==> config.mk <==
export PLATFORM = sky130hd
export DESIGN_NAME = mem_cmd_sched_flat
export DESIGN_NICKNAME = d
export VERILOG_FILES = /design/src/rtl/mem_cmd_sched_pkg.sv /design/src/rtl/mem_cmd_sched_if.sv /design/src/rtl/mem_cmd_sched_rr_arbiter4.sv /design/src/rtl/mem_cmd_sched.sv /design/src/flat_wrapper.sv
export SDC_FILE = /design/constraint.sdc
export NUM_CORES = 1
export LEC_CHECK = 0
export CORE_MARGIN = 1
export CORE_UTILIZATION = 30
export CTS_BUF_LIST = sky130_fd_sc_hd__clkbuf_8
export DETAILED_ROUTE_END_ITERATION = 10
export SETUP_SLACK_MARGIN = 0.4
export SLEW_MARGIN = 20
export SYNTH_ARGS = -nofsm -noshare
export SYNTH_HDL_FRONTEND = slang
export SYNTH_SLANG_ARGS = --single-unit
==> constraint.sdc <==
create_clock -name clk_i -period 2 [get_ports clk_i]
set_input_delay 0.2 -clock clk_i [delete_from_list [all_inputs] [get_ports clk_i]]
set_output_delay 0.2 -clock clk_i [all_outputs]
set_load 0.02 [all_outputs]
==> src/rtl/mem_cmd_sched_pkg.sv <==
// Shared constants, state encoding and helpers for the memory command scheduler.
package mem_sched_pkg;

  localparam int unsigned NUM_SRC = 4;
  localparam int unsigned SRC_W   = 2;

  localparam logic [SRC_W-1:0] SRC_MEM_INIT = 2'd0;
  localparam logic [SRC_W-1:0] SRC_MEM_TEST = 2'd1;
  localparam logic [SRC_W-1:0] SRC_FIFO_WR  = 2'd2;
  localparam logic [SRC_W-1:0] SRC_FIFO_RD  = 2'd3;

  typedef enum logic [1:0] {
    ST_IDLE  = 2'd0,
    ST_START = 2'd1,
    ST_RUN   = 2'd2,
    ST_GAP   = 2'd3
  } state_e;

  function automatic logic [NUM_SRC-1:0] src_onehot(input logic [SRC_W-1:0] idx);
    return NUM_SRC'(1) << idx;
  endfunction

endpackage

==> src/rtl/mem_cmd_sched_if.sv <==
// Request/completion/status bundle between register block, engines and scheduler.
interface mem_cmd_sched_if;
  import mem_sched_pkg::*;

  logic [NUM_SRC-1:0] req_i;
  logic [NUM_SRC-1:0] done_i;
  logic               clr_err_i;
  logic [NUM_SRC-1:0] start_o;
  logic [NUM_SRC-1:0] grant_o;
  logic               busy_o;
  logic [NUM_SRC-1:0] pending_o;
  logic               err_o;
  logic [SRC_W-1:0]   err_src_o;

  modport master (
    output req_i, done_i, clr_err_i,
    input  start_o, grant_o, busy_o, pending_o, err_o, err_src_o
  );

  modport slave (
    input  req_i, done_i, clr_err_i,
    output start_o, grant_o, busy_o, pending_o, err_o, err_src_o
  );
endinterface

==> src/rtl/mem_cmd_sched_rr_arbiter4.sv <==
// Combinational round-robin pick: first pending bit at or after rr_ptr, wrapping 3->0.
module rr_arbiter4
  import mem_sched_pkg::*;
(
  input  logic [NUM_SRC-1:0] pending,
  input  logic [SRC_W-1:0]   rr_ptr,
  output logic [SRC_W-1:0]   win,
  output logic               valid
);

  logic [SRC_W-1:0] idx;

  // Scan from farthest to nearest so the nearest pending bit is the last write.
  always_comb begin
    valid = 1'b0;
    win   = rr_ptr;
    idx   = rr_ptr;
    for (int k = int'(NUM_SRC) - 1; k >= 0; k--) begin
      idx = rr_ptr + SRC_W'(k);
      if (pending[idx]) begin
        valid = 1'b1;
        win   = idx;
      end
    end
  end

endmodule

==> src/rtl/mem_cmd_sched.sv <==
// Serialises the four memory engines onto the shared DDR3 port: latch, arbitrate, start, hold grant.
// Optional watchdog/error reporting is built when MEM_SCHED_TIMEOUT_EN is defined.
module mem_cmd_sched
  import mem_sched_pkg::*;
#(
  parameter int unsigned           TIMEOUT_W   = 24,
  parameter logic [TIMEOUT_W-1:0]  TIMEOUT_CYC = TIMEOUT_W'(24'hFF_FFFF)
) (
  input  logic              clk_i,
  input  logic              resetn_i,
  mem_cmd_sched_if.slave    bus
);

  state_e             state_q, state_d;
  logic [NUM_SRC-1:0] pending_q, pending_d;
  logic [NUM_SRC-1:0] start_q, start_d;
  logic [NUM_SRC-1:0] grant_q, grant_d;
  logic [SRC_W-1:0]   rr_q, rr_d;
  logic [SRC_W-1:0]   win_q, win_d;
  logic               busy_q;
  logic [SRC_W-1:0]   arb_win;
  logic               arb_valid;
  logic               timeout_c;
  logic               abort_c;

  rr_arbiter4 u_arb (
    .pending (pending_q),
    .rr_ptr  (rr_q),
    .win     (arb_win),
    .valid   (arb_valid)
  );

  // A done on the same edge as the watchdog limit counts as a normal completion.
  assign abort_c = (state_q == ST_RUN) && !bus.done_i[win_q] && timeout_c;

  always_comb begin
    state_d   = state_q;
    pending_d = pending_q;
    rr_d      = rr_q;
    win_d     = win_q;
    start_d   = '0;
    grant_d   = grant_q;
    case (state_q)
      ST_IDLE: begin
        if (arb_valid) begin
          state_d            = ST_START;
          win_d              = arb_win;
          start_d            = src_onehot(arb_win);
          grant_d            = src_onehot(arb_win);
          pending_d[arb_win] = 1'b0;
          rr_d               = arb_win + SRC_W'(1);
        end
      end
      ST_START: state_d = ST_RUN;
      ST_RUN: begin
        if (bus.done_i[win_q] || abort_c) begin
          state_d = ST_GAP;
          grant_d = '0;
        end
      end
      ST_GAP:   state_d = ST_IDLE;
      default:  state_d = ST_IDLE;
    endcase
    // New requests override the clear of the source being started.
    pending_d = pending_d | bus.req_i;
  end

  always_ff @(posedge clk_i or negedge resetn_i) begin
    if (!resetn_i) begin
      state_q   <= ST_IDLE;
      pending_q <= '0;
      start_q   <= '0;
      grant_q   <= '0;
      rr_q      <= '0;
      win_q     <= '0;
      busy_q    <= 1'b0;
    end else begin
      state_q   <= state_d;
      pending_q <= pending_d;
      start_q   <= start_d;
      grant_q   <= grant_d;
      rr_q      <= rr_d;
      win_q     <= win_d;
      busy_q    <= (state_d != ST_IDLE);
    end
  end

`ifdef MEM_SCHED_TIMEOUT_EN
  logic [TIMEOUT_W-1:0] cnt_q, cnt_d;
  logic                 err_q, err_d;
  logic [SRC_W-1:0]     err_src_q, err_src_d;

  assign timeout_c = (cnt_q == TIMEOUT_CYC - TIMEOUT_W'(1));

  // Clear is applied first so a coincident timeout re-sets the error.
  always_comb begin
    cnt_d     = cnt_q;
    err_d     = err_q;
    err_src_d = err_src_q;
    if (bus.clr_err_i) begin
      err_d     = 1'b0;
      err_src_d = '0;
    end
    if (state_q == ST_START) begin
      cnt_d = '0;
    end else if (state_q == ST_RUN) begin
      if (abort_c) begin
        err_d     = 1'b1;
        err_src_d = win_q;
      end else begin
        cnt_d = cnt_q + TIMEOUT_W'(1);
      end
    end
  end

  always_ff @(posedge clk_i or negedge resetn_i) begin
    if (!resetn_i) begin
      cnt_q     <= '0;
      err_q     <= 1'b0;
      err_src_q <= '0;
    end else begin
      cnt_q     <= cnt_d;
      err_q     <= err_d;
      err_src_q <= err_src_d;
    end
  end

  assign bus.err_o     = err_q;
  assign bus.err_src_o = err_src_q;
`else
  logic unused_cfg;

  assign timeout_c     = 1'b0;
  assign unused_cfg    = ^{bus.clr_err_i, TIMEOUT_CYC};
  assign bus.err_o     = 1'b0;
  assign bus.err_src_o = '0;
`endif

  assign bus.start_o   = start_q;
  assign bus.grant_o   = grant_q;
  assign bus.busy_o    = busy_q;
  assign bus.pending_o = pending_q;

endmodule

==> src/flat_wrapper.sv <==
// flat-port wrapper written by rule: the top's interface ports become plain ports
module mem_cmd_sched_flat import mem_sched_pkg::*;
#(
  parameter int unsigned           TIMEOUT_W   = 24,
  parameter logic [TIMEOUT_W-1:0]  TIMEOUT_CYC = TIMEOUT_W'(24'hFF_FFFF)
)
  (clk_i, resetn_i, bus_req_i, bus_done_i, bus_clr_err_i, bus_start_o, bus_grant_o, bus_busy_o, bus_pending_o, bus_err_o, bus_err_src_o);
  mem_cmd_sched_if bus_i ();
  input  logic clk_i;
  input  logic resetn_i;
  input wire logic [$bits(bus_i.req_i)-1:0] bus_req_i;
  input wire logic [$bits(bus_i.done_i)-1:0] bus_done_i;
  input wire logic [$bits(bus_i.clr_err_i)-1:0] bus_clr_err_i;
  output wire logic [$bits(bus_i.start_o)-1:0] bus_start_o;
  output wire logic [$bits(bus_i.grant_o)-1:0] bus_grant_o;
  output wire logic [$bits(bus_i.busy_o)-1:0] bus_busy_o;
  output wire logic [$bits(bus_i.pending_o)-1:0] bus_pending_o;
  output wire logic [$bits(bus_i.err_o)-1:0] bus_err_o;
  output wire logic [$bits(bus_i.err_src_o)-1:0] bus_err_src_o;
  assign bus_i.req_i = bus_req_i;
  assign bus_i.done_i = bus_done_i;
  assign bus_i.clr_err_i = bus_clr_err_i;
  assign bus_start_o = bus_i.start_o;
  assign bus_grant_o = bus_i.grant_o;
  assign bus_busy_o = bus_i.busy_o;
  assign bus_pending_o = bus_i.pending_o;
  assign bus_err_o = bus_i.err_o;
  assign bus_err_src_o = bus_i.err_src_o;
  mem_cmd_sched #(.TIMEOUT_W(TIMEOUT_W), .TIMEOUT_CYC(TIMEOUT_CYC)) u_core (.clk_i(clk_i), .resetn_i(resetn_i), .bus(bus_i));
endmodule
==> flow_metrics.env <==
export IMPL_ys_ff_latch=19
export IMPL_clkPwrFrac_pct=10.0
export IMPL_ff_latch_area_sq_um=482
export IMPL_multi_input_area_sq_um=641
export IMPL_grt_start_max_net_pins=20
export IMPL_fp_dieW_um=60.7
export IMPL_yosysWarnings=0
export IMPL_path_clk_slew_ns=0.08
export IMPL_h_tree_depth=1
export IMPL_clock_path_buffers=2
export IMPL_skew_ns=0.00185
export IMPL_required_ns=2.15
export IMPL_fin_crit_sh_pct=94.8
export IMPL_cts_tree="built"
export IMPL_synthDistinctLibCells=30
export IMPL_synthMuxAreaShare_pct=7.13
export IMPL_clk_insertion_delay_late_ns=0.26
export IMPL_gp_congestion=0.815
export IMPL_drt_iter0_drc=25
export IMPL_hpwl_mm=1.63
export IMPL_synth_commonest_cells="dfrtp_1 (19), nand2_1 (11), inv_1 (8), nor2b_1 (8), ha_1 (6)"
export IMPL_ir_drop_v=0.000739
export IMPL_leakage_nw=0.704
export IMPL_synth_top_family_by_area="simple AND/OR/NAND/NOR gates"
export IMPL_synth_seq_area_share_pct=45.9
export IMPL_grt_pass1_vias=796
export IMPL_synth_top_cell_area_share_pct=45.9
export IMPL_cts_root_buf="clkbuf_8"
export IMPL_criticalPathCategory="flop to flop"
export IMPL_via_per_inst=4.74
export IMPL_numCtsBuffers=3
export IMPL_drv_slew=0
export IMPL_nNetsFinal=153
export IMPL_r2r_slack_ns=0.10
export IMPL_synth_area_leaders="dfrtp_1 (46%), ha_1 (7.3%), nor2b_1 (4.8%)"
export IMPL_detail_route_first_pass_iterations=4
export IMPL_dp_cells=164
export IMPL_fill_cells=311
export IMPL_drc_errors=0
export IMPL_die_h_um=60.7
export IMPL_synthArstFlopShare_pct=100
export IMPL_cp_arrival_ns=2.04
export IMPL_cap_violations=0
export IMPL_holdCritPathClass="input pin to asynchronous set/reset pin"
export IMPL_cts_sinks=19
export IMPL_overflow=0
export IMPL_synth_edf_count=0
export IMPL_synth_compound_area_share_pct=14.9
export IMPL_synthToLayoutAreaGrowth_pct=53.1
export IMPL_synth_most_common_cell="dfrtp_1"
export IMPL_synthAdderAreaFrac_pct=7.26
export IMPL_run_status="completed"
export IMPL_synth_xor_area_share_pct=0
export IMPL_syn_area_sq_um=1030
export IMPL_wirelength_mm=2.38
export IMPL_ys_flop_type="dfrtp_1"
export IMPL_grt_pass1_wl_mm=3.67
export IMPL_n_antenna_cell=0
export IMPL_internal_power_mw=1.65
export IMPL_grt_use_total_pct=14.1
export IMPL_p_seq_share_pct=25.2
export IMPL_boundaryPins=27
export IMPL_clock_fmax_mhz=527
export IMPL_syn_inst=100
export IMPL_setup_viol=0
export IMPL_switching_share_pct=41.1
export IMPL_vias=848
export IMPL_cp_end_kind="flop"
export IMPL_row_count=20
export IMPL_hold_buffers=0
export IMPL_pwr_share_comb_pct=64.9
export IMPL_avgSynthCellArea_sq_um=10.3
export IMPL_switchingPower_mw=1.15
export IMPL_synth_simple_area_share_pct=17.4
export IMPL_hold_viol=0
export IMPL_start_util_pct=32.8
export IMPL_crit_path_max_fanout=4
export IMPL_critPathLaunchType="flop"
export IMPL_setup_tns_ns=0
export IMPL_port_buffers=22
export IMPL_coreArea_sq_um=3150
export IMPL_min_period_ns=1.90
export IMPL_cellPowerDensity_nw_per_um2=1770
export IMPL_rsz0062_at_grt="true"
export IMPL_die_area_sq_um=3690
export IMPL_postRouteAntennaNets=0
export IMPL_final_cells=179
export IMPL_antenna_found_initial=0
export IMPL_layout_drive_gt1_share_pct=34.1
export IMPL_wl_per_cell_um=13.3
export IMPL_synth_largest_area_cell="dfrtp_1"
[routing by layer]
layer	track usage, %	wire (um)	vias up
li1	-	-	410
met1	17.8	1110	411
met2	23.2	1150	23
met3	3.84	95	4
met4	5.19	20	0
met5	0	0	-
[layout make-up]
class                   instances  share of cell area (%)
multi-input cells              69                    40.4
flip-flops and latches         19                    30.4
repair buffers                 35                    20.9
well taps                      44                    3.48
clock buffers                   3                    2.61
inverters                       8                    1.90
clock inverters                 1                   0.316
[per-stage QoR]
step	power, mW	cell area, sq um	utilization, %	hold slack, ns	worst slack [ns]
3_3_place_gp	1.99	1340	42.5	0.507	0.125
5_1_grt	3.01	1580	50.2	0.301	0.0215
6_report	2.80	1580	50.2	0.271	0.103
4_1_cts	2.52	1490	47.3	0.280	0.122
2_1_floorplan	1.61	1090	-	-0.0956	0.136
3_5_place_dp	2.03	1340	42.5	0.518	0.0716
[cell usage in the layout, fill, tap and decap left out, types with 4 or more instances in the layout]
cell	synthesis	layout
ha_4	0	4
buf_4	3	11
nor2b_4	0	4
o22ai_1	4	4
nand2_1	11	8
mux2i_1	4	4
inv_1	8	8
dfrtp_2	0	5
dfrtp_1	19	14
clkdlybuf4s50_1	0	20
a21o_1	4	4
[worst paths after layout]
path,from,end,cells past startpoint
max,u_core.bus.pending_o[2],u_core.bus.grant_o[2],7
min,resetn_i,u_core.win_q[0],2
max reg2reg,u_core.bus.pending_o[2],u_core.bus.grant_o[2],7
min in group clk_i,bus_req_i[3],u_core.bus.pending_o[3],2
max in group asynchronous,resetn_i,u_core.bus.pending_o[2],2
min reg2reg,u_core.win_q[0],u_core.win_q[0],2
[power by group through the flow]
stage | Clock [mW] | Combinational, mW | Sequential (mW)
2_1_floorplan | 0 | 0.839 | 0.771
3_3_place_gp | 0 | 1.30 | 0.695
3_5_place_dp | 0 | 1.32 | 0.708
4_1_cts | 0.287 | 1.54 | 0.692
5_1_grt | 0.299 | 1.98 | 0.724
6_report | 0.279 | 1.82 | 0.705
[cell families (layout without fill, tap and decap cells)]
group           count (synthesis)  after routing
flops                          19             19
buf+inv                        14             47
mux                             6              6
fa+ha+maj                       6              6
other cells                     1              3
simple gates                   35             35
compound gates                 19             19
[critical path, stage by stage (launching register included)]
cell and delay [ns]:
dfrtp_2 0.44, nor2b_4 0.14, o21a_4 0.24, or3_4 0.40
ha_4 0.18, nor2b_4 0.12, mux2i_1 0.15, o22ai_1 0.10
[repair_timing]
| action | 4_1_cts | 5_1_grt |
|---|---|---|
| resized for setup | 10 | 17 |
| pin swaps | 7 | 3 |
| buffers inserted | 8 | 3 |
| setup endpoints to repair | 13 | 18 |
[flip-flops by register name, indices dropped and copies added (netlist names)]
| signal | cells |
|---|---|
| u_core.rr_q | 2 |
| u_core.bus.start_o | 4 |
| u_core.bus.grant_o | 4 |
| u_core.bus.busy_o | 1 |
| u_core.win_q | 2 |
| u_core.bus.pending_o | 4 |
| u_core.state_q | 2 |
Note: power is estimated with default switching activity, not from simulation.
